==> config.mk <==
export PLATFORM = sky130hd
export DESIGN_NAME = cmac_seq
export DESIGN_NICKNAME = d
export VERILOG_FILES = /design/src/rtl/cmac_seq.sv
export SDC_FILE = /design/constraint.sdc
export NUM_CORES = 1
export LEC_CHECK = 0
export CAP_MARGIN = 10
export CORE_ASPECT_RATIO = 1.25
export CORE_UTILIZATION = 49
export CTS_CLUSTER_DIAMETER = 60
export CTS_CLUSTER_SIZE = 14
export DETAILED_ROUTE_END_ITERATION = 10
export PLACE_DENSITY = 0.88
export SLEW_MARGIN = 25
export SYNTH_ARGS = -nofsm -noshare
export SYNTH_HDL_FRONTEND = slang
export SYNTH_SLANG_ARGS = --single-unit
==> constraint.sdc <==
create_clock -name clk -period 3.35 [get_ports clk]
set_input_delay 0.67 -clock clk [delete_from_list [all_inputs] [get_ports clk]]
set_output_delay 0.67 -clock clk [all_outputs]
set_load 0.02 [all_outputs]
==> src/rtl/cmac_seq.sv <==
// Convolution MAC sequencer: streams a window of FP16 data/weight pairs from
// the operand buffers into a MAC, then captures and presents the accumulated result.
module cmac_seq (
  input  logic        clk,
  input  logic        rst,
  input  logic        cmd_valid,
  output logic        cmd_ready,
  input  logic [7:0]  cmd_len,
  input  logic [11:0] cmd_daddr,
  input  logic [11:0] cmd_waddr,
  output logic        buf_rd_en,
  output logic [11:0] buf_daddr,
  output logic [11:0] buf_waddr,
  input  logic [15:0] buf_data,
  input  logic [15:0] buf_weight,
  output logic        mac_conv_valid,
  input  logic        mac_conv_ready,
  input  logic        mac_data_ready,
  output logic        mac_data_valid,
  output logic [15:0] mac_data,
  output logic [15:0] mac_weight,
  input  logic [15:0] mac_result,
  output logic        res_valid,
  output logic [15:0] res_data,
  input  logic        res_ready,
  output logic        busy,
  output logic        err,
  output logic [1:0]  state_dbg
);

  // Handshakes: a transfer happens on a rising edge where valid && ready are
  // both high; a valid, once raised, holds its payload stable until that edge.

  typedef enum logic [1:0] {
    S_IDLE = 2'd0,
    S_FEED = 2'd1,
    S_WAIT = 2'd2,
    S_OUT  = 2'd3
  } state_t;

  state_t      state_q, state_d;
  logic [7:0]  len_q;
  logic [11:0] daddr_q;
  logic [11:0] waddr_q;
  logic [7:0]  issued_q;
  logic [7:0]  xfer_cnt_q;
  logic        rd_pend_q;
  logic        op_valid_q;
  logic [15:0] op_data_q;
  logic [15:0] op_weight_q;
  logic        skid_valid_q;
  logic [15:0] skid_data_q;
  logic [15:0] skid_weight_q;
  logic [15:0] res_q;
  logic        err_q;

  logic        accept;
  logic        xfer;
  logic        last_xfer;
  logic        early;
  logic [1:0]  occ;
  logic        rd_room;

  assign accept    = (state_q == S_IDLE) && cmd_valid;
  assign xfer      = op_valid_q && mac_data_ready;
  assign last_xfer = xfer && ((xfer_cnt_q + 8'd1) == len_q);
  assign early     = (state_q == S_FEED) && mac_conv_ready;

  // Pairs held or inbound; a new read needs a free slot even if the MAC
  // stalls next cycle, which the skid register provides at full rate.
  assign occ     = 2'(op_valid_q) + 2'(skid_valid_q) + 2'(rd_pend_q);
  assign rd_room = occ <= (2'd1 + 2'(xfer));

  assign buf_rd_en = (state_q == S_FEED) && (issued_q < len_q) && rd_room && !mac_conv_ready;
  assign buf_daddr = daddr_q + {4'd0, issued_q};
  assign buf_waddr = waddr_q + {4'd0, issued_q};

  assign cmd_ready      = (state_q == S_IDLE);
  assign busy           = (state_q != S_IDLE);
  assign mac_conv_valid = (state_q == S_FEED) || (state_q == S_WAIT);
  assign mac_data_valid = op_valid_q;
  assign mac_data       = op_data_q;
  assign mac_weight     = op_weight_q;
  assign res_valid      = (state_q == S_OUT);
  assign res_data       = res_q;
  assign err            = err_q;
  assign state_dbg      = state_q;

  always_comb begin
    state_d = state_q;
    case (state_q)
      S_IDLE: if (accept) state_d = (cmd_len != 8'd0) ? S_FEED : S_OUT;
      S_FEED: begin
        if (mac_conv_ready) state_d = S_OUT;
        else if (last_xfer) state_d = S_WAIT;
      end
      S_WAIT: if (mac_conv_ready) state_d = S_OUT;
      S_OUT:  if (res_ready) state_d = S_IDLE;
      default: state_d = S_IDLE;
    endcase
  end

  always_ff @(posedge clk) begin
    if (rst) begin
      state_q       <= S_IDLE;
      len_q         <= '0;
      daddr_q       <= '0;
      waddr_q       <= '0;
      issued_q      <= '0;
      xfer_cnt_q    <= '0;
      rd_pend_q     <= 1'b0;
      op_valid_q    <= 1'b0;
      op_data_q     <= '0;
      op_weight_q   <= '0;
      skid_valid_q  <= 1'b0;
      skid_data_q   <= '0;
      skid_weight_q <= '0;
      res_q         <= '0;
      err_q         <= 1'b0;
    end else begin
      state_q   <= state_d;
      rd_pend_q <= buf_rd_en;

      if (accept) begin
        len_q      <= cmd_len;
        daddr_q    <= cmd_daddr;
        waddr_q    <= cmd_waddr;
        issued_q   <= '0;
        xfer_cnt_q <= '0;
        err_q      <= 1'b0;
        if (cmd_len == 8'd0) res_q <= '0;
      end

      if (buf_rd_en) issued_q <= issued_q + 8'd1;
      if (xfer) xfer_cnt_q <= xfer_cnt_q + 8'd1;

      if (mac_conv_ready && ((state_q == S_FEED) || (state_q == S_WAIT))) res_q <= mac_result;
      if (early) err_q <= 1'b1;

      // Operand path: the skid entry is always older than any pair arriving now.
      if (early) begin
        op_valid_q   <= 1'b0;
        skid_valid_q <= 1'b0;
      end else if (!op_valid_q || xfer) begin
        if (skid_valid_q) begin
          op_valid_q   <= 1'b1;
          op_data_q    <= skid_data_q;
          op_weight_q  <= skid_weight_q;
          skid_valid_q <= rd_pend_q;
          if (rd_pend_q) begin
            skid_data_q   <= buf_data;
            skid_weight_q <= buf_weight;
          end
        end else if (rd_pend_q) begin
          op_valid_q  <= 1'b1;
          op_data_q   <= buf_data;
          op_weight_q <= buf_weight;
        end else begin
          op_valid_q <= 1'b0;
        end
      end else if (rd_pend_q) begin
        skid_valid_q  <= 1'b1;
        skid_data_q   <= buf_data;
        skid_weight_q <= buf_weight;
      end
    end
  end

endmodule

==> reports/results.txt <==
Post-Synth Adder-Cell Area -> 6.89%
syn avg cell area -> 8.12 um^2
Post-DP Area -> 0.00836 mm^2
routed wire length -> 17200 um
Fin Setup TNS -> 0 ns
fill count -> 1005
initial core utilization -> 50.7%
Antenna Violating Nets Remaining -> 0
detailed-route via count -> 6243
post-synthesis xor/xnor area fraction -> 3.10%
WP depth -> 9
syn_nets -> 921
num ports -> 167
Synth Area in Compound Gates -> 19.2%
total power -> 5.51 mW
CP Data Arrival Time -> 2.55 ns
worst stage delay on the critical path -> 0.34 ns
Synth Area in Simple Gates -> 19.8%
Clk Latency, worst-skew pair -> 0.41 ns
Finish-stage setup viols -> 0
Reg clk slew, reported paths -> 0.06 ns
Final Cycle Share -> 96.1%
Routability Congestion -> 0.882
Hold/Removal Path Class -> register to register
initial antenna violation count -> 0
1st-iter DRT viols -> 361
vias per inst -> 5.48
Min-Delay Path Depth -> 2
H-tree depth -> 4
die width -> 105 um
Yosys top cell by area -> dfxtp_1
largest family of logic cells by synthesized area -> simple AND/OR/NAND/NOR gates
largest net degree at the start of global routing -> 55
peak supply drop -> 0.452 mV
hold_buf cts -> 0
Rel. slew slack -> 49.0%
max_cap viols -> 0
DR WL/cell -> 15.1 um
Inserted Clock Buffers -> 17
global routing's busiest layer -> met2
final core occ -> 70.1%
Max Clk Rate -> 311 MHz
Synth top area share -> 41.2%
GR Util met3 -> 6.20%
worst endpoint required time -> 2.68 ns
DRC errors left -> 0
die area -> 0.0137 mm^2
Design Area, Final -> 0.00899 mm^2
CP Launch Point -> issued_q[1]
total power divided by cell area -> 613 mW/mm^2
Ant. Diodes -> 0
Max FO, Critical Path -> 6
synthesized flop and latch total -> 134
RSZ-0062 raised after global routing -> true
Final Critical Period -> 3.22 ns
Synth cell types -> 53
multi-input logic area -> 0.00355 mm^2
Top delay family on crit path -> compound AO/OA/AOI/OAI gates
Tot GR Track Use -> 25.5%
critical path buffer and inverter count -> 2
Most used DFF post-synth -> dfxtp_1
fin. max-slew vios -> 0
sequential area share after synthesis -> 41.2%
skew final -> 0.00912 ns
total grt overflow -> 0
top post-synthesis cells by area -> dfxtp_1 41%, nand2_1 9.1%, a21oi_1 6.8%, ha_1 6.0%, mux2i_1 4.9%
IO Port Bufs -> 166
kind of critical path -> register to output pin
clock buffer depth -> 2
outcome -> complete, no violations
Row Count -> 46
Area Growth Syn to Fin -> 38.3%
root cell of the clock tree -> clkbuf_16
yosys warns -> 0
Worst Setup End Kind -> output pin
# nets final -> 1079
M2 GR Usage -> 47.0%
CTS tree -> built
global-route wire length before repair -> 28000 um
HPWL Detailed -> 12000 um
hold_ws -> 0.453 ns
number of synthesized flops with an enable pin -> 0
async set-reset flop share out of synthesis -> 0%
critical path's slowest cell -> dlygate4sd2_1
register area -> 0.00269 mm^2
Final Hold Violating Endpoints -> 0
met1 GRT Util -> 28.1%
die height -> 131 um
R2R depth -> 9
vias in the first global route -> 5928
CP cell instances -> buf_4 > ha_1 > a21o_1 > a21oi_2 > o21ai_0 > o211a_1 > a41oi_1 > xnor2_1 > dlygate4sd2_1
cell count after synthesis -> 801
Worst Setup Start Kind -> register
Worst Hold Launch -> skid_weight_q[10]
share of cells above drive strength 1 -> 8.54%
DR pass1 iterations -> 6
P_leak -> 3.33 nW
Slew @ Worst Pin -> 0.765 ns
CTS sink count -> 134
worst reg2reg path startpoint -> rd_pend_q
cell area after synthesis -> 0.00650 mm^2
Core Region -> 0.0128 mm^2
multiplexer share of the synthesized area -> 4.92%
[worst min-delay path: cells and delay by family (launching register included)]
kind / cells / cell delay (ns)
simple gates: 1 / 0.05
flops: 1 / 0.31
compound gates: 1 / 0.05
[stage by stage]
step                      std cells  setup WS [ns]
final                          1140          0.130
after global routing           1140        -0.0620
after CTS                      1140        -0.0373
after detailed placement       1108         -0.283
after global placement         1108         -0.253
after floorplan                 801          0.334
[cells in the mapped netlist, drive strengths merged, types with 5 or more instances]
| cell | count |
|---|---|
| nand2 | 157 |
| dfxtp | 134 |
| a21oi | 88 |
| nor2 | 75 |
| clkbuf | 41 |
| a211oi | 37 |
| mux2i | 32 |
| ha | 31 |
| inv | 27 |
| nand3 | 21 |
| a22oi | 18 |
| o21ai | 17 |
| xnor2 | 17 |
| nor3 | 10 |
| buf | 9 |
| a31oi | 8 |
| or3 | 8 |
| xor2 | 6 |
| a21o | 5 |
| and2 | 5 |
| nor2b | 5 |
[report_power, final]
group	leakage (nW)	switching, mW	internal (mW)
Sequential	1.09	0.139	1.77
Combinational	1.95	0.926	0.724
Clock	0.291	0.753	1.19
Total	3.33	1.82	3.69
[metal layers]
metal  wire (um)  share of wire, %  vias up
li1            -                 -     3099
met1        6910                40     2923
met2        8960                52      181
met3         807               4.7       40
met4         539               3.1        0
met5           0                 0        -
[final timing paths]
check / endpoint / slack, ns
max: buf_waddr[9] / 0.13
min: skid_weight_q[10] / 0.45
max reg2reg: issued_q[7] / 0.74
min reg2reg: skid_weight_q[10] / 0.45
[sequential cells by signal (all words and copies together) (netlist names)]
signal,flops
mac_data_valid,1
skid_data_q,16
issued_q,8
res_data,16
skid_weight_q,16
err,1
mac_weight,16
xfer_cnt_q,8
daddr_q,12
mac_data,16
waddr_q,12
len_q,8
state_dbg,2
rd_pend_q,1
skid_valid_q,1
[cell families (layout without fill, tap and decap cells)]
kind of cell	count (synthesis)	count (layout)
AOI/OAI and AO/OA	199	199
xor gates and xnor gates	23	23
adders and majority gates	34	34
buffers and inverters	79	250
DFF	134	134
muxes	32	32
and+or+nand+nor	300	300
[layout make-up]
class / count / share of cell area [%]
tap: 168 / 2.34
multi-input combinational: 588 / 39.5
inverter: 29 / 1.21
clock buffer: 17 / 4.73
clock inverter: 15 / 2.17
timing repair buffer: 189 / 20.1
sequential: 134 / 29.9
[layout by cell type (no fill, tap or decap), types with 8 or more instances in the layout]
master           count
a211oi_1            35
a21oi_1             84
a22oi_1             18
a31oi_1              8
buf_4               25
clkbuf_16           17
clkdlybuf4s50_1    149
dfxtp_1            132
ha_1                30
inv_1               27
mux2i_1             32
nand2_1            157
nand3_1             21
nor2_1              75
nor3_1               9
o21ai_0             17
or3_1                8
xnor2_1             17
[repair_timing]
action	CTS	global route
setup endpoints to repair	16	16
pin swaps	2	7
buffers inserted	0	0
resized for setup	23	28
hold endpoints to repair	0	0
(Power assumes the default switching activity.)
